===== src/rtl/ice_sl_arbiter_if.sv =====
// rtl/ice_sl_arbiter_if.sv - request/grant/tail bundle between interface blocks and the slave bus arbiter
interface ice_sl_arbiter_if #(
  parameter int NUM_DEV = 7
);
  logic [NUM_DEV-1:0] sl_arb_request;
  logic [NUM_DEV-1:0] sl_arb_grant;
  logic               sl_latch_tail;

  // Requesting interface blocks drive requests and the frame tail
  modport master (
    output sl_arb_request,
    output sl_latch_tail,
    input  sl_arb_grant
  );

  // The arbiter consumes requests/tail and drives the grant vector
  modport slave (
    input  sl_arb_request,
    input  sl_latch_tail,
    output sl_arb_grant
  );
endinterface


===== src/rtl/ice_sl_arbiter.sv =====
// rtl/ice_sl_arbiter.sv - round-robin slave output bus arbiter with frame hold, drain wait and watchdog
module ice_sl_arbiter #(
  parameter int NUM_DEV = 7,
  parameter int OWNER_W = 3
) (
  input  logic               clk,
  input  logic               reset,
  ice_sl_arbiter_if.slave    bus,
  input  logic               tx_idle,
  input  logic [15:0]        timeout_limit,
  output logic               arb_busy,
  output logic [OWNER_W-1:0] arb_owner,
  output logic               timeout_evt,
  output logic [7:0]         grant_count
);

  typedef enum logic [1:0] {
    ST_IDLE  = 2'd0,
    ST_GRANT = 2'd1,
    ST_DRAIN = 2'd2
  } state_e;

  localparam logic [NUM_DEV-1:0] GRANT_ONE = NUM_DEV'(1);
  localparam logic [OWNER_W-1:0] OWNER_RST = OWNER_W'(NUM_DEV - 1);

  state_e             state_q, state_d;
  logic [NUM_DEV-1:0] grant_q, grant_d;
  logic [OWNER_W-1:0] owner_q, owner_d;
  logic [7:0]         count_q, count_d;
  logic [15:0]        wd_q, wd_d;
  logic               evt_q, evt_d;
  logic               busy_q, busy_d;

  logic               pick_valid;
  logic [OWNER_W-1:0] pick_idx;
  logic [OWNER_W-1:0] cand;
  logic               tail_end;
  logic               abort_end;
  logic               wd_hit;

  // Round-robin pick: first active request scanning upward from the last owner
  always_comb begin
    pick_valid = 1'b0;
    pick_idx   = owner_q;
    cand       = owner_q;
    for (int i = 1; i <= NUM_DEV; i++) begin
      cand = OWNER_W'((int'(owner_q) + i) % NUM_DEV);
      if (!pick_valid && bus.sl_arb_request[cand]) begin
        pick_valid = 1'b1;
        pick_idx   = cand;
      end
    end
  end

  // Frame-end conditions; the watchdog only fires with a nonzero limit
  always_comb begin
    tail_end  = bus.sl_latch_tail;
    abort_end = ~|(bus.sl_arb_request & grant_q);
    wd_hit    = (timeout_limit != 16'd0) && (wd_q == timeout_limit);
  end

  // Next-state and registered-output computation for the IDLE/GRANT/DRAIN machine
  always_comb begin
    state_d = state_q;
    grant_d = grant_q;
    owner_d = owner_q;
    count_d = count_q;
    wd_d    = wd_q;
    evt_d   = 1'b0;
    case (state_q)
      ST_IDLE: begin
        grant_d = '0;
        if (pick_valid && tx_idle) begin
          grant_d = GRANT_ONE << pick_idx;
          owner_d = pick_idx;
          count_d = count_q + 8'd1;
          wd_d    = 16'd0;
          state_d = ST_GRANT;
        end
      end
      ST_GRANT: begin
        if (wd_q != 16'hFFFF) begin
          wd_d = wd_q + 16'd1;
        end
        if (tail_end || abort_end || wd_hit) begin
          state_d = ST_DRAIN;
          grant_d = '0;
          // A tail in the same cycle wins: the frame ended normally
          evt_d   = wd_hit && !tail_end;
        end
      end
      ST_DRAIN: begin
        grant_d = '0;
        if (tx_idle) begin
          state_d = ST_IDLE;
        end
      end
      default: begin
        state_d = ST_IDLE;
        grant_d = '0;
      end
    endcase
    busy_d = (state_d != ST_IDLE);
  end

  // State and output registers; reset drops the grant without waiting for a clock
  always_ff @(posedge clk or posedge reset) begin
    if (reset) begin
      state_q <= ST_IDLE;
      grant_q <= '0;
      owner_q <= OWNER_RST;
      count_q <= 8'd0;
      wd_q    <= 16'd0;
      evt_q   <= 1'b0;
      busy_q  <= 1'b0;
    end else begin
      state_q <= state_d;
      grant_q <= grant_d;
      owner_q <= owner_d;
      count_q <= count_d;
      wd_q    <= wd_d;
      evt_q   <= evt_d;
      busy_q  <= busy_d;
    end
  end

  assign bus.sl_arb_grant = grant_q;
  assign arb_busy         = busy_q;
  assign arb_owner        = owner_q;
  assign timeout_evt      = evt_q;
  assign grant_count      = count_q;

endmodule

===== src/flat_wrapper.sv =====
// flat-port wrapper written by rule: the top's interface ports become plain ports
module ice_sl_arbiter_flat 
#(
  parameter int NUM_DEV = 7,
  parameter int OWNER_W = 3
)
  (clk, reset, tx_idle, timeout_limit, arb_busy, arb_owner, timeout_evt, grant_count, bus_sl_arb_request, bus_sl_latch_tail, bus_sl_arb_grant);
  ice_sl_arbiter_if #(.NUM_DEV(NUM_DEV)) bus_i ();
  input  logic clk;
  input  logic reset;
  input  logic tx_idle;
  input  logic [15:0] timeout_limit;
  output logic arb_busy;
  output logic [OWNER_W-1:0] arb_owner;
  output logic timeout_evt;
  output logic [7:0] grant_count;
  input wire logic [$bits(bus_i.sl_arb_request)-1:0] bus_sl_arb_request;
  input wire logic [$bits(bus_i.sl_latch_tail)-1:0] bus_sl_latch_tail;
  output wire logic [$bits(bus_i.sl_arb_grant)-1:0] bus_sl_arb_grant;
  assign bus_i.sl_arb_request = bus_sl_arb_request;
  assign bus_i.sl_latch_tail = bus_sl_latch_tail;
  assign bus_sl_arb_grant = bus_i.sl_arb_grant;
  ice_sl_arbiter #(.NUM_DEV(NUM_DEV), .OWNER_W(OWNER_W)) u_core (.clk(clk), .reset(reset), .bus(bus_i), .tx_idle(tx_idle), .timeout_limit(timeout_limit), .arb_busy(arb_busy), .arb_owner(arb_owner), .timeout_evt(timeout_evt), .grant_count(grant_count));
endmodule

===== config.mk =====
export PLATFORM = sky130hd
export DESIGN_NAME = ice_sl_arbiter_flat
export DESIGN_NICKNAME = d
export VERILOG_FILES = /design/src/rtl/ice_sl_arbiter_if.sv /design/src/rtl/ice_sl_arbiter.sv /design/src/flat_wrapper.sv
export SDC_FILE = /design/constraint.sdc
export NUM_CORES = 1
export LEC_CHECK = 0
export ABC_AREA = 1
export CORE_MARGIN = 2
export CORE_UTILIZATION = 57
export DETAILED_ROUTE_END_ITERATION = 6
export PLACE_DENSITY = 0.83
export SLEW_MARGIN = 0
export SYNTH_ARGS = -nofsm -noshare
export SYNTH_HDL_FRONTEND = slang
export SYNTH_SLANG_ARGS = --single-unit

===== constraint.sdc =====
create_clock -name clk -period 10.9 [get_ports clk]
set_clock_uncertainty 0.2 [all_clocks]
set_input_delay 2.18 -clock clk [delete_from_list [all_inputs] [get_ports clk]]
set_output_delay 2.18 -clock clk [all_outputs]
set_load 0.02 [all_outputs]

Word level (Yosys, flattened, before mapping)
Cells that the tools add are included.
{"block": "word_totals", "reg_bits": 38, "in_bits": 27, "out_inout_bits": 20, "elab_cells": 105}
{"block": "classes", "add_sub_neg": 9, "n_div": 7, "n_lt_le_gt_ge": 7, "eq_ne": 7, "shift": 1, "n_mux": 40, "n_bitwise": 1, "reduce_logical": 26}
{"op": "32-bit by 4-bit remainder unit with 32-bit output, second input constant", "count": 7}
{"op": "16-bit two-way mux", "count": 2}
{"op": "16-bit case mux with 2 select lines", "count": 1}
{"op": "3-bit by 4-bit < comparator with 1-bit output, second input constant", "count": 7}
{"op": "1-bit binary-select mux with 3-bit select", "count": 7}
{"op": "3-bit two-way mux", "count": 7}
{"op": "16-bit by 1-bit adder with 16-bit output, second input constant", "count": 1}
{"op": "3-bit by 3-bit adder with 4-bit output, second input constant", "count": 4}
{"op": "16-bit == test", "count": 1}
{"op": "1-bit two-way mux", "count": 16}
{"op": "16-bit inequality test, second input constant", "count": 1}
{"op": "16-bit nonzero test", "count": 1}
{"op": "7-bit two-way mux", "count": 2}
{"op": "7-bit case mux with 2 select lines", "count": 1}
{"op": "1-bit logical AND", "count": 9}
{"op": "3-bit by 2-bit adder with 4-bit output, second input constant", "count": 2}
{"op": "8-bit by 1-bit adder with 8-bit output, second input constant", "count": 1}
{"op": "1-bit zero test", "count": 8}
{"op": "7-bit bitwise AND", "count": 1}
{"op": "7-bit OR reduction", "count": 1}
{"op": "1-bit by 3-bit << shifter with 7-bit output, first input constant", "count": 1}
{"op": "2-bit two-way mux", "count": 3}
{"op": "2-bit by 1-bit inequality test with 1-bit output, second input constant", "count": 3}
{"op": "2-bit case mux with 3 select lines", "count": 1}
{"op": "other kinds (8)", "count": 10}

Logic depth before layout (Yosys ltp)
Gate-level depths: netlist of the first run.
{"block": "logic_depth", "word_depth": 27, "ltp_mapped": 34, "depth_no_buf": 33}

Worst setup path before layout of the first run
OpenSTA, ideal clock, no wires.
{"block": "synth_timing", "path_kind": "register to register", "startpoint": "reg u_core.owner_q[0] (netlist: u_core.arb_owner[0])", "endpoint": "reg u_core.grant_q[4] (netlist: u_core.bus.sl_arb_grant[4])", "arrival_time_ps": 3786, "t_required_ps": 10582, "setup_slack_ps": 6796, "stages_incl_launch_ff": 30, "path_buffers": 3, "synth_period_minus_slack_ps": 4104, "path_cell_list": "dfrtp_1 > buf_4 > inv_2 > ha_1 > buf_2 > inv_2 > ha_1 > ha_1 > inv_1 > nand2_1 > nand2_1 > nand2_1 > ha_1 > nand3_1 > nand2_1 > nand2_1 > nand2_1 > nand2_1 > nand3_1 > nand2_1 > nand4_4 > nor2_4 > nand4_2 > nand2_4 > inv_2 > buf_4 > nand3_2 > inv_2 > nand3_1 > nand2_1"}
{"block": "synth_via", "elab_chain_len": 26}
{"element": "start: declaration", "line_no": "ice_sl_arbiter.sv:28", "rtl": "logic [OWNER_W-1:0] owner_q, owner_d;"}
{"element": "start signal: assignment", "line_no": "ice_sl_arbiter.sv:119", "rtl": "owner_q <= owner_d;"}
{"element": "3-bit by 1-bit adder with 4-bit output", "line_no": "ice_sl_arbiter.sv:47", "rtl": "cand = OWNER_W'((int'(owner_q) + i) % NUM_DEV);"}
{"element": "32-bit by 4-bit remainder unit with 32-bit output", "line_no": "ice_sl_arbiter.sv:47"}
{"element": "1-bit binary-select mux with 3-bit select", "line_no": "ice_sl_arbiter.sv:48", "rtl": "if (!pick_valid && bus.sl_arb_request[cand]) begin"}
{"element": "1-bit two-way mux (implied by the code)", "line_no": "ice_sl_arbiter.sv:48"}
{"element": "1-bit two-way mux", "line_no": "ice_sl_arbiter.sv:48"}
{"element": "1-bit zero test", "line_no": "ice_sl_arbiter.sv:48"}
{"element": "1-bit logical AND", "line_no": "ice_sl_arbiter.sv:48"}
{"element": "1-bit two-way mux", "line_no": "ice_sl_arbiter.sv:48"}
{"element": "[10 not listed]"}
{"element": "1-bit logical AND", "line_no": "ice_sl_arbiter.sv:48"}
{"element": "1-bit two-way mux", "line_no": "ice_sl_arbiter.sv:48"}
{"element": "1-bit zero test", "line_no": "ice_sl_arbiter.sv:48"}
{"element": "1-bit logical AND", "line_no": "ice_sl_arbiter.sv:48"}
{"element": "3-bit two-way mux / 1-bit two-way mux (equally long branches)", "line_no": "ice_sl_arbiter.sv:48"}
{"element": "1-bit by 3-bit << shifter with 7-bit output / 1-bit logical AND (equally long branches)", "line_no": "ice_sl_arbiter.sv:74, ice_sl_arbiter.sv:73"}
{"element": "7-bit two-way mux (*)", "line_no": "ice_sl_arbiter.sv:73", "rtl": "if (pick_valid && tx_idle) begin"}
{"element": "7-bit case mux with 2 select lines (*)", "line_no": "ice_sl_arbiter.sv:70", "rtl": "case (state_q)"}
{"element": "end signal: assignment", "line_no": "ice_sl_arbiter.sv:118", "rtl": "grant_q <= grant_d;"}
{"element": "end: declaration", "line_no": "ice_sl_arbiter.sv:27", "rtl": "logic [NUM_DEV-1:0] grant_q, grant_d;"}
Mark *: on every way between the ends. The rest lies on a longest branch, timed or not. The select of a mux whose other input is x is not followed.
A chain may end at the register's enable or synchronous reset.

Worst setup path after layout of the first run
{"block": "layout_timing", "startpoint": "reg u_core.owner_q[1] (netlist: u_core.arb_owner[1])", "endpoint": "reg u_core.wd_q[11]"}
{"block": "layout_via", "elab_chain_len": 26}
{"element": "3-bit by 1-bit adder with 4-bit output", "line_no": "ice_sl_arbiter.sv:47"}
{"element": "32-bit by 4-bit remainder unit with 32-bit output", "line_no": "ice_sl_arbiter.sv:47"}
{"element": "1-bit binary-select mux with 3-bit select", "line_no": "ice_sl_arbiter.sv:48"}
{"element": "1-bit two-way mux (implied by the code)", "line_no": "ice_sl_arbiter.sv:48"}
{"element": "1-bit two-way mux", "line_no": "ice_sl_arbiter.sv:48"}
{"element": "1-bit zero test", "line_no": "ice_sl_arbiter.sv:48"}
{"element": "1-bit logical AND", "line_no": "ice_sl_arbiter.sv:48"}
{"element": "1-bit two-way mux", "line_no": "ice_sl_arbiter.sv:48"}
{"element": "[10 not listed]"}
{"element": "1-bit logical AND", "line_no": "ice_sl_arbiter.sv:48"}
{"element": "1-bit two-way mux", "line_no": "ice_sl_arbiter.sv:48"}
{"element": "1-bit zero test", "line_no": "ice_sl_arbiter.sv:48"}
{"element": "1-bit logical AND", "line_no": "ice_sl_arbiter.sv:48"}
{"element": "1-bit two-way mux (*)", "line_no": "ice_sl_arbiter.sv:48"}
{"element": "1-bit logical AND (*)", "line_no": "ice_sl_arbiter.sv:73"}
{"element": "2-bit by 1-bit inequality test with 1-bit output (no source line) (*)"}
{"element": "3-bit AND reduction (no source line) (*)"}
{"element": "end signal: assignment", "line_no": "ice_sl_arbiter.sv:121", "rtl": "wd_q <= wd_d;"}
{"element": "end: declaration", "line_no": "ice_sl_arbiter.sv:30", "rtl": "logic [15:0] wd_q, wd_d;"}
Marks and branches as above.

==> metrics.cfg, run 1 <==
[route]
drt_first_iter_violations = 360
wl_met3_um = 747
vias = 4652
drt-vias-per-instance = 5.68
wl_met1_mm = 5.19
ant_nets = 0
dr.pass1.iters = 7
wl_met2_mm = 5.91
drc = 0
wirelength_mm = 12.3
maxUsedRoutingLayer = met4
wl_per_cell_um = 15.0

[synth]
synth_top_flop_cell = dfrtp_1
ys_types = 44
synthTopCellsByCount = 197 x nand2_1, 84 x inv_1, 81 x nand3_1
synthArstFlopShare = 1.00
syn_inst = 672
yosysTopAreaCellShare = 0.209
yosys_register_bits = 38
ys_seq_area_frac = 0.222
synth_top_area_cell = dfrtp_1
synth_area_leaders = dfrtp_1 21%, nand2_1 17%, nand3_1 9.4%
yosys_warnings = 0
synth_nets = 727
synth-edff-count = 0
synth_area_per_cell_sq_um = 6.40
syn_area_sq_um = 4300
synth_most_common_cell = nand2_1

[timing]
finalCritPeriodShare = 0.445
hold_viol = 0
setup_viol_count_final = 0
clock.fmax_mhz = 206
postLayoutSetupSlackWorst_ns = 6.05
fin_tns_setup_ns = 0
maxSlewHeadroom = 0.553
rsz0062_at_grt = false
period_minus_slack_ns = 4.85
worst_slew_pin_slew_ns = 0.668
slew_viol_final = 0

[grt]
track_usage = 0.307
antenna_found_initial = 0
grt_first_pass_wirelength_mm = 20.9
grt_overflow = 0
grt_start_max_net_pins = 39
grt_pass1_vias = 4537

[run_status]
outcome = complete, no violations

[place]
port_buffers = 46
routabilityCongestion = 1.10
pre_cts_ws_ns = 5.86
dp.cells = 811
dp_hpwl_mm = 9.65

[cts]
clk_latency_ns = 0.29
postCtsSetupBuffers = 0
htreeDepth = 2
cts_tree = yes
cts-root-buf = clkbuf_8
cts_hold_buf = 0
cts-buffers-inserted = 5
clk_pin_slew_ns = 0.09
clk_path_buf_depth = 2
clock-sinks = 38
ctsResizeCount = 0

[critical_path]
worstPathCellList = inv_2, ha_1, nand3_1, nand2_1, xor2_1, ha_1, ha_1, nand2_1, nand2_1, o21ai_1, inv_1, o211ai_1, nand2_1, nand2_1, nand4_4, nor2_4, nand4_2, nand2_4, nand2_2, a31oi_1, nor2_1
cp-startpoint = u_core.arb_owner[1]
critPathKind = flop to flop
endpoint = u_core.wd_q[11]
r2r-start = u_core.arb_owner[1]
ff2ff_setup_slack_ns = 6.05
crit_path_max_fanout = 20
cp.arrival_ns = 4.83
required_ns = 10.88
critPathMostFrequentCell = nand2_1
critPathMaxStageDelay_ns = 0.69
cp_slowest_cell = dfstp_2
cp_num_buf_inv = 2
r2r-end = u_core.wd_q[11]
start_kind = flop
rr_worst_depth = 21
worst-path-stages = 21
critical_path.top_delay_family = simple AND/OR/NAND/NOR gates
setup.worst_path.end_class = flop

[die]
die_h_um = 90.9
fp-row-count = 31
core_area_sq_um = 7290
fp.dieArea_sq_um = 8260
io_pins = 47
start_util = 0.590
die_w_um = 90.9

[finish]
fillers = 690
syn_to_final_growth_pct = 14.7
layoutNonFillerInstCount = 819
num_antenna_cells = 0
drive_gt1_frac = 0.0889
layout.nets = 774

[hold_path]
hold_class = flop to flop

[job]
maxCapViolCount = 0

## through the flow
stage / hold WS [ns] / cell area (sq um) / utilization
after floorplan: 0.327 / 4300 / -
after global placement: 0.263 / 4840 / 0.664
after detailed placement: 0.263 / 4840 / 0.664
after CTS: 0.277 / 4940 / 0.677
after global routing: 0.314 / 4940 / 0.677
final: 0.273 / 4940 / 0.677
## cells in the final DEF (no fill, tap or decap), types with 2 or more instances in the layout
| cell type | netlist | final |
|---|---|---|
| or2_2 | 3 | 3 |
| o2111ai_1 | 2 | 2 |
| nor3_1 | 14 | 14 |
| nand2_2 | 15 | 15 |
| o21ai_2 | 2 | 2 |
| nor2_1 | 43 | 43 |
| nand3_1 | 81 | 81 |
| nand2_4 | 6 | 6 |
| clkinv_1 | 2 | 2 |
| nand2_1 | 197 | 197 |
| buf_4 | 3 | 2 |
| dfstp_2 | 2 | 2 |
| or2_1 | 2 | 2 |
| o21ai_1 | 19 | 19 |
| a21oi_1 | 8 | 8 |
| nor2_2 | 2 | 2 |
| clkdlybuf4s50_1 | 0 | 46 |
| xor2_1 | 26 | 26 |
| inv_2 | 11 | 11 |
| nor4_1 | 8 | 8 |
| a21oi_2 | 3 | 3 |
| nand3b_1 | 2 | 2 |
| nand3_2 | 3 | 3 |
| o21ai_0 | 22 | 22 |
| xnor2_1 | 6 | 6 |
| ha_1 | 28 | 28 |
| clkbuf_8 | 0 | 6 |
| nand4_1 | 10 | 10 |
| nand3_4 | 3 | 3 |
| o211ai_1 | 6 | 6 |
| nor3b_1 | 2 | 2 |
| dfrtp_1 | 36 | 36 |
| o22ai_1 | 6 | 6 |
| inv_1 | 84 | 84 |
## cell families (layout without fill, tap and decap cells)
family                     count (synthesis)  after routing  share of synthesized area
and+or+nand+nor                          394            394                      0.430
buffers and inverters                    106            154                      0.100
AOI/OAI and AO/OA                         74             74                      0.101
DFF                                       38             38                      0.222
xor gates and xnor gates                  32             32                     0.0651
adders and majority gates                 28             28                     0.0814
## worst min-delay path by stage
stage / start / slack [ns] / end / cells past startpoint
2_1_floorplan: u_core.state_q[0] / 0.33 / u_core.state_q[1] / 3
3_3_place_gp: u_core.grant_count[7] / 0.26 / u_core.grant_count[7] / 1
3_5_place_dp: u_core.grant_count[7] / 0.26 / u_core.grant_count[7] / 1
4_1_cts: u_core.grant_count[7] / 0.28 / u_core.grant_count[7] / 1
5_1_grt: u_core.grant_count[7] / 0.31 / u_core.grant_count[7] / 1
6_report: u_core.grant_count[7] / 0.27 / u_core.grant_count[7] / 1
## routing by layer
metal | track usage | vias to the layer above
met3 | 0.0409 | 42
li1 | - | 2284
met5 | 0 | -
met4 | 0.129 | 0
met1 | 0.380 | 2116
met2 | 0.535 | 210
## area by class of cell
class	count	area (sq um)	area share
inverter	98	370	0.0750
multi-input combinational	528	2920	0.591
timing repair buffer	48	475	0.0963
tap	99	124	0.0251
sequential	38	953	0.193
clock buffer	6	82.6	0.0167
clock inverter	2	12.5	0.00253
## sequential cells by signal, indices dropped and copies added (netlist names)
signal	count
u_core.wd_q	16
u_core.grant_count	8
u_core.bus.sl_arb_grant	7
u_core.arb_owner	3
u_core.state_q	2
u_core.arb_busy	1
u_core.timeout_evt	1
Power of run 1 is not shown: default switching activity piles up to over one toggle a cycle in this logic, so the estimate is an artifact.
==> inputs of run 2 (changes only) <==
==> constraint.sdc (replaced) <==
create_clock -name clk -period 4.6 [get_ports clk]
set_clock_uncertainty 0.2 [all_clocks]
set_input_delay 0.92 -clock clk [delete_from_list [all_inputs] [get_ports clk]]
set_output_delay 0.92 -clock clk [all_outputs]
set_load 0.02 [all_outputs]
==> run 2 against run 1 <==
Against the previous run: core utilization up 1.8 points; cell count rose by 0.85%; first-iteration DRC count is 35% lower; hold slack improved by 0.0015 ns; cell area grew 2.7%; die area unchanged; critical path depth up 4; register-to-register slack worse by 5.8 ns; setup slack got worse by 5.8 ns.
==> metrics.cfg, run 2 (same netlist as run 1, synthesis figures left out) <==
[run_status]
outcome = complete, no violations

[timing]
hold_viol = 0
clock.fmax_mhz = 233
worst_slew_pin_slew_ns = 1.11
maxSlewHeadroom = 0.262
slew_viol_final = 0
postLayoutSetupSlackWorst_ns = 0.299
setup_viol_count_final = 0
fin_tns_setup_ns = 0
rsz0062_at_grt = false
finalCritPeriodShare = 0.935
period_minus_slack_ns = 4.30

[route]
ant_nets = 0
drt-vias-per-instance = 5.69
vias = 4698
drt_first_iter_violations = 234
wl_per_cell_um = 15.1
dr.pass1.iters = 7
wirelength_mm = 12.4
drc = 0

[critical_path]
setup.worst_path.end_class = flop
cp.arrival_ns = 4.34
critPathKind = flop to flop
required_ns = 4.63
crit_path_max_fanout = 11
start_kind = flop

[finish]
num_antenna_cells = 0
syn_to_final_growth_pct = 17.8
fillers = 666
top_register = u_core.wd_q
final_common_cell = nand2_1
drive_gt1_frac = 0.105
final_cell_mix = 194 x nand2_1, 84 x inv_1, 81 x nand3_1
layout.nets = 781
largest_reg_flops = 16

[cts]
clk_latency_ns = 0.29
htreeDepth = 2
clock-sinks = 38
cts_hold_buf = 0
clk_path_buf_depth = 2
cts_tree = yes
cts-buffers-inserted = 5
clk_pin_slew_ns = 0.08
cts-root-buf = clkbuf_8

[hold_path]
hold_class = flop to flop

[die]
fp-row-count = 31
die_w_um = 90.9
core_area_sq_um = 7290
die_h_um = 90.9
start_util = 0.590
io_pins = 47
fp.dieArea_sq_um = 8260

[grt]
grt_first_pass_wirelength_mm = 20.4
grt_start_max_net_pins = 30
grt_pass1_vias = 4481
track_usage = 0.301
grt_overflow = 0
antenna_found_initial = 0

[place]
pre_cts_ws_ns = 0.110
routabilityCongestion = 0.999
port_buffers = 46
dp_hpwl_mm = 9.71

[job]
maxCapViolCount = 0

[run 2: cell types whose count changed in the layout (fill, tap and decap cells not counted), sizes merged]
cell / before / now
buf: 2 / 9
bufinv: 0 / 1
clkinv: 3 / 2
[run 2: per-layer routing]
layer  routed length, um  global-route usage
met1                5220               0.362
met3                 640              0.0392
met2                6250               0.547
met4                 342               0.109
met5                   0                   0
[run 2: what timing repair did]
item	in CTS	in global routing
resized for setup	0	14
setup endpoints to repair	0	30
setup buffers	0	3
[run 2: path summary, 6_finish.rpt]
| path | from | endpoint | slack (ns) | depth (start not counted) |
|---|---|---|---|---|
| worst max register to register | u_core.arb_owner[1] | u_core.bus.sl_arb_grant[0] | 0.30 | 25 |
| max in group asynchronous | reset | u_core.arb_owner[2] | 2.37 | 3 |
| min in group asynchronous | reset | u_core.wd_q[2] | 1.00 | 2 |
| worst min-delay path | u_core.grant_count[7] | u_core.grant_count[7] | 0.27 | 1 |
| worst max-delay path | u_core.arb_owner[1] | u_core.bus.sl_arb_grant[0] | 0.30 | 25 |
| worst min register to register | u_core.grant_count[7] | u_core.grant_count[7] | 0.27 | 1 |
[run 2: layout make-up]
cell class                 count  area, sq um  share of cell area
clock inverter                 2         37.5             0.00740
timing repair buffer          55          528               0.104
inverter                      98          375              0.0740
multi-input combinational    528         2980               0.588
clock buffer                   6         72.6              0.0143
tap                           99          124              0.0244
sequential                    38          953               0.188
[run 2: per-stage QoR]
| stage | area, sq um | hold slack [ns] | utilization | instances |
|---|---|---|---|---|
| finish | 5070 | 0.274 | 0.695 | 826 |
| global route | 5070 | 0.300 | 0.695 | 826 |
| CTS | 4980 | 0.277 | 0.683 | 823 |
| floorplan | 4300 | 0.327 | - | 672 |
| global placement | 4870 | 0.264 | 0.668 | 815 |
| detailed placement | 4870 | 0.265 | 0.668 | 815 |
[run 2: worst max-delay path: stages (launching register included)]
cell and delay (ns):
dfstp_2 0.60, inv_4 0.10, ha_4 0.29, buf_4 0.15
ha_1 0.18, ha_1 0.20, inv_1 0.13, nor3_1 0.17
nand3_1 0.11, o21ai_2 0.16, nand2_4 0.09, nand2_1 0.09
nand2_2 0.11, inv_2 0.09, nand2_1 0.07, nand3_1 0.21
nand4_1 0.27, nor2_1 0.18, nor2_1 0.06, nand2_1 0.07
nand2_1 0.06, nand2_1 0.07, nand2_1 0.13, a21oi_4 0.24
nand3_1 0.10, nand2_1 0.07
Power of run 2 is left out for the same reason.
